`src/rtl/bcd_to_binary_seq.sv`:
```
// Sequential packed-BCD to binary converter (reverse double-dabble, one step per clock).
// Optional invalid-digit checking is enabled by defining BCD_CHECK_EN.
module bcd_to_binary_seq #(
  parameter int DIGITS = 4,
  parameter int BIN_W  = 14
) (
  input  logic                  clk,
  input  logic                  rst_n,
  input  logic                  start,
  input  logic [4*DIGITS-1:0]   bcd_in,
  output logic                  busy,
  output logic                  valid,
  output logic [BIN_W-1:0]      bin_out,
  output logic                  err
);

  localparam int BCD_W  = 4 * DIGITS;
  localparam int WORK_W = BCD_W + BIN_W;
  localparam int CNT_W  = $clog2(BIN_W + 1);

  typedef enum logic [1:0] {IDLE, SHIFT, DONE} state_t;

  state_t              state_reg;
  logic [WORK_W-1:0]   work_reg;
  logic [CNT_W-1:0]    cnt_reg;
  logic                busy_reg;
  logic                valid_reg;
  logic [BIN_W-1:0]    bin_out_reg;

  logic [WORK_W-1:0]   shifted;
  logic [WORK_W-1:0]   corrected;
  logic [BIN_W-1:0]    result_next;
  logic                last_step;

  assign shifted = work_reg >> 1;
  assign corrected[BIN_W-1:0] = shifted[BIN_W-1:0];

  // After the shift, any digit that became >= 8 held an odd tens carry; take back 3.
  genvar gi;
  generate
    for (gi = 0; gi < DIGITS; gi++) begin : g_correct
      assign corrected[BIN_W+4*gi +: 4] = shifted[BIN_W+4*gi+3]
                                          ? shifted[BIN_W+4*gi +: 4] - 4'd3
                                          : shifted[BIN_W+4*gi +: 4];
    end
  endgenerate

  assign last_step = (cnt_reg == CNT_W'(BIN_W - 1));

`ifdef BCD_CHECK_EN
  logic [DIGITS-1:0] digit_bad;
  logic              err_pend_reg;
  logic              err_reg;

  generate
    for (gi = 0; gi < DIGITS; gi++) begin : g_check
      assign digit_bad[gi] = (bcd_in[4*gi +: 4] > 4'd9);
    end
  endgenerate

  assign result_next = err_pend_reg ? '0 : corrected[BIN_W-1:0];
  assign err         = err_reg;
`else
  assign result_next = corrected[BIN_W-1:0];
  assign err         = 1'b0;
`endif

  always_ff @(posedge clk or negedge rst_n) begin
    if (!rst_n) begin
      state_reg   <= IDLE;
      work_reg    <= '0;
      cnt_reg     <= '0;
      busy_reg    <= 1'b0;
      valid_reg   <= 1'b0;
      bin_out_reg <= '0;
`ifdef BCD_CHECK_EN
      err_pend_reg <= 1'b0;
      err_reg      <= 1'b0;
`endif
    end else begin
      valid_reg <= 1'b0;
      case (state_reg)
        // DONE accepts a new request exactly like IDLE, giving back-to-back throughput.
        IDLE, DONE: begin
          if (start) begin
            work_reg  <= {bcd_in, {BIN_W{1'b0}}};
            cnt_reg   <= '0;
            busy_reg  <= 1'b1;
            state_reg <= SHIFT;
`ifdef BCD_CHECK_EN
            err_pend_reg <= |digit_bad;
            err_reg      <= 1'b0;
`endif
          end else begin
            state_reg <= IDLE;
          end
        end
        SHIFT: begin
          work_reg <= corrected;
          cnt_reg  <= cnt_reg + 1'b1;
          if (last_step) begin
            bin_out_reg <= result_next;
            busy_reg    <= 1'b0;
            valid_reg   <= 1'b1;
            state_reg   <= DONE;
`ifdef BCD_CHECK_EN
            err_reg <= err_pend_reg;
`endif
          end
        end
        default: begin
          state_reg <= IDLE;
          busy_reg  <= 1'b0;
        end
      endcase
    end
  end

  assign busy    = busy_reg;
  assign valid   = valid_reg;
  assign bin_out = bin_out_reg;

endmodule

```
`config.mk`:
```
export PLATFORM = sky130hd
export DESIGN_NAME = bcd_to_binary_seq
export DESIGN_NICKNAME = d
export VERILOG_FILES = /design/src/rtl/bcd_to_binary_seq.sv
export SDC_FILE = /design/constraint.sdc
export NUM_CORES = 1
export LEC_CHECK = 0
export ABC_AREA = 1
export CAP_MARGIN = 20
export CORE_UTILIZATION = 35
export DETAILED_ROUTE_END_ITERATION = 16
export SLEW_MARGIN = 20
export SYNTH_ARGS = -nofsm -noshare
export SYNTH_HDL_FRONTEND = slang
export SYNTH_SLANG_ARGS = --single-unit
export TNS_END_PERCENT = 30
```
`constraint.sdc`:
```
create_clock -name clk -period 1.4 [get_ports clk]
set_input_delay 0.14 -clock clk [delete_from_list [all_inputs] [get_ports clk]]
set_output_delay 0.14 -clock clk [all_outputs]
set_load 0.1 [all_outputs]
```
==> run_results.csv <==
group,metric,value,unit
outcome,status,"finished, violations left",
outcome,violations,"DRC",
place,post_dp_cell_area,0.00296,mm²
place,pre_cts_slack,0.0461,ns
min_path,min_path_type,"input pin to async pin",
clock_tree,clock-sinks,51,
pwr,p_leak,0.00150,µW
floorplanning,coreArea,0.00642,mm²
finish,largest_register_ffs,29,
timing,setup-tns-final,0,ns
global_routing,gr-total-overflow,0,
logic_synthesis,synthDistinctLibCells,25,
floorplanning,die-area,0.00703,mm²
setup_path,cp.arrival,1.48,ns
logic_synthesis,ys_seq_area_frac,0.544,
floorplanning,die_h,83.9,µm
routing,wl_per_cell,12.3,µm
floorplanning,ios,36,
global_routing,grt_pass1_vias,1843,
clock_tree,clock_latency,0.30,ns
logic_synthesis,synthTopCellsByArea,"dfrtp_1, nand2_1, o21ai_0",
routing,via_per_inst,4.68,
finish,post-route-util,0.480,
setup_path,reg2reg_depth,6,
global_routing,grt_use_total,0.154,
timing,hold_viol,0,
routing,ant_nets,0,
global_routing,grt_antenna_before_repair,0,
timing,fin_skew,0.0134,ns
routing,vias,1830,
logic_synthesis,synth_most_common_cell,"nand2_1",
timing,rsz0062_at_grt,"no",
routing,remaining_drc_errors,3,
logic_synthesis,ys_top_cells_by_count,"nand2_1, dfrtp_1, inv_1",
logic_synthesis,synth_top_cell_by_area,"dfrtp_1",
logic_synthesis,syn-instance-count,275,
timing,max_freq,777,MHz
timing,setup_violations,0,
routing,drt_wl_total,4.83,mm
routing,drt_iter0_drc,95,
setup_path,worstReg2RegEnd,"bin_out[10]",
logic_synthesis,syn_area_per_cell,8.53,µm²
finish,final_area,0.00308,mm²
logic_synthesis,synth_ff_type,"dfrtp_1",
setup_path,cp_max_fo,9,
setup_path,worst_setup_path_end_kind,"flop",
floorplanning,std_cell_rows,29,
clock_tree,cts_root_buffer,"clkbuf_8",
logic_synthesis,synth_area,0.00234,mm²
setup_path,cp.required,1.59,ns
clock_tree,numCtsBuffers,5,
finish,area_growth,31.5,%
routing,drt-pass1-iter-count,10,
pwr,power.density,2640,mW/mm²
finish,fin_nets,338,
finish,diodes,0,
finish,final_cells,391,
pwr,worst_ir_drop_vdd,1080,µV
setup_path,critPathKind,"flop to flop",
place,placed_cells,382,
run,maxCapViolations,0,
setup_path,cp-startpoint,"cnt_reg[1]",
setup_path,timing.reg2reg.setup_slack,0.11,ns
logic_synthesis,synth_fp_nets,299,
floorplanning,fp.dieW,83.9,µm
place,portBuffers,34,
timing,fin_crit,1.29,ns
logic_synthesis,netlist.area_leader.share,0.544,
clock_tree,htree_num_levels,2,
timing,period_share,0.920,
global_routing,grt_start_max_net_pins,37,
setup_path,r2r_start,"cnt_reg[1]",
place,gp_congestion,0.742,
finish,drive_gt1_frac,0.140,
timing,final_max_slew_viol_count,0,
global_routing,grt_pass1_wl,8.60,mm
floorplanning,start_util,0.365,
logic_synthesis,synth-edff-count,0,
clock_tree,tritoncts,"built",
place,dp_hpwl,3.36,mm
logic_synthesis,ys_seq_elements,51,
logic_synthesis,async_flop_share,1.00,
clock_tree,clockBufferDepth,2,
logic_synthesis,yosys_warnings,0,
timing,setup_ws,0.113,ns
clock_tree,clk_pin_slew,0.10,ns
setup_path,worst_setup_path_start_kind,"flop",
layout make-up:
| cell class | count | area, µm² |
|---|---|---|
| tap | 77 | 96.3 |
| timing repair buffer | 46 | 654 |
| fill | 623 | 3340 |
| multi-input combinational | 183 | 873 |
| inverter | 27 | 101 |
| sequential | 51 | 1280 |
| clock buffer | 5 | 68.8 |
| clock inverter | 2 | 13.8 |
critical path: stages (launching register included):
cell and delay [ns]:
dfrtp_1 0.41, inv_1 0.09, ha_2 0.19, nand3_4 0.11
buf_12 0.16, o21ai_0 0.15, nand2_1 0.07
per-layer routing:
metal | share of wire | global-route usage
met1 | 0.49 | 0.212
met2 | 0.46 | 0.242
met3 | 0.034 | 0.0287
met4 | 0.015 | 0.0564
met5 | 0 | 0
logic make-up after synthesis:
family,count (synthesis),synth area share
AND/OR/NAND/NOR,134,0.241
other,1,0.00160
flip-flops,51,0.544
XOR/XNOR,1,0.00374
buffers and inverters,41,0.0854
adder cells (fa/ha/maj),5,0.0267
AO/OA/AOI/OAI,42,0.0971
report_power, final:
| part | switching, µW | internal, µW |
|---|---|---|
| combinational | 2860 | 1730 |
| clock | 481 | 343 |
| sequential | 606 | 2120 |
| total | 3950 | 4190 |
what timing repair did:
item / in CTS / in global routing
gates resized for setup: 0 / 5
buffers inserted: 0 / 1
endpoints found under the hold margin: 15 / 0
hold buffers: 1 / 0
setup endpoints to repair: 0 / 14
per-stage QoR:
| stage | hold WS [ns] | power, µW |
|---|---|---|
| after floorplan | -0.156 | 5720 |
| after global placement | 0.0981 | 7260 |
| after detailed placement | 0.0968 | 7340 |
| after CTS | 0.296 | 8180 |
| after global routing | 0.307 | 8760 |
| final | 0.282 | 8140 |
worst max-delay path by stage:
stage	cells past startpoint	slack (ns)	end
after detailed placement	6	0.05	busy
final	6	0.11	bin_out[10]
after CTS	6	0.03	bin_out[2]
after global placement	6	0.08	busy
after floorplan	2	0.16	bin_out[0]
after global routing	6	0.002	bin_out[9]
cell usage in the layout, fill, tap and decap left out, types with 2 or more instances in the layout:
| cell type | n |
|---|---|
| nand2_1 | 89 |
| dfrtp_1 | 51 |
| inv_1 | 25 |
| buf_12 | 21 |
| o21ai_0 | 20 |
| nand3_1 | 19 |
| nor2_1 | 18 |
| clkdlybuf4s50_1 | 17 |
| o22ai_1 | 12 |
| a21oi_1 | 7 |
| clkbuf_8 | 5 |
| buf_4 | 5 |
| ha_1 | 4 |
| nand2_2 | 2 |
| inv_2 | 2 |
| o21ai_1 | 2 |
Power figures use the tool's default switching activity.
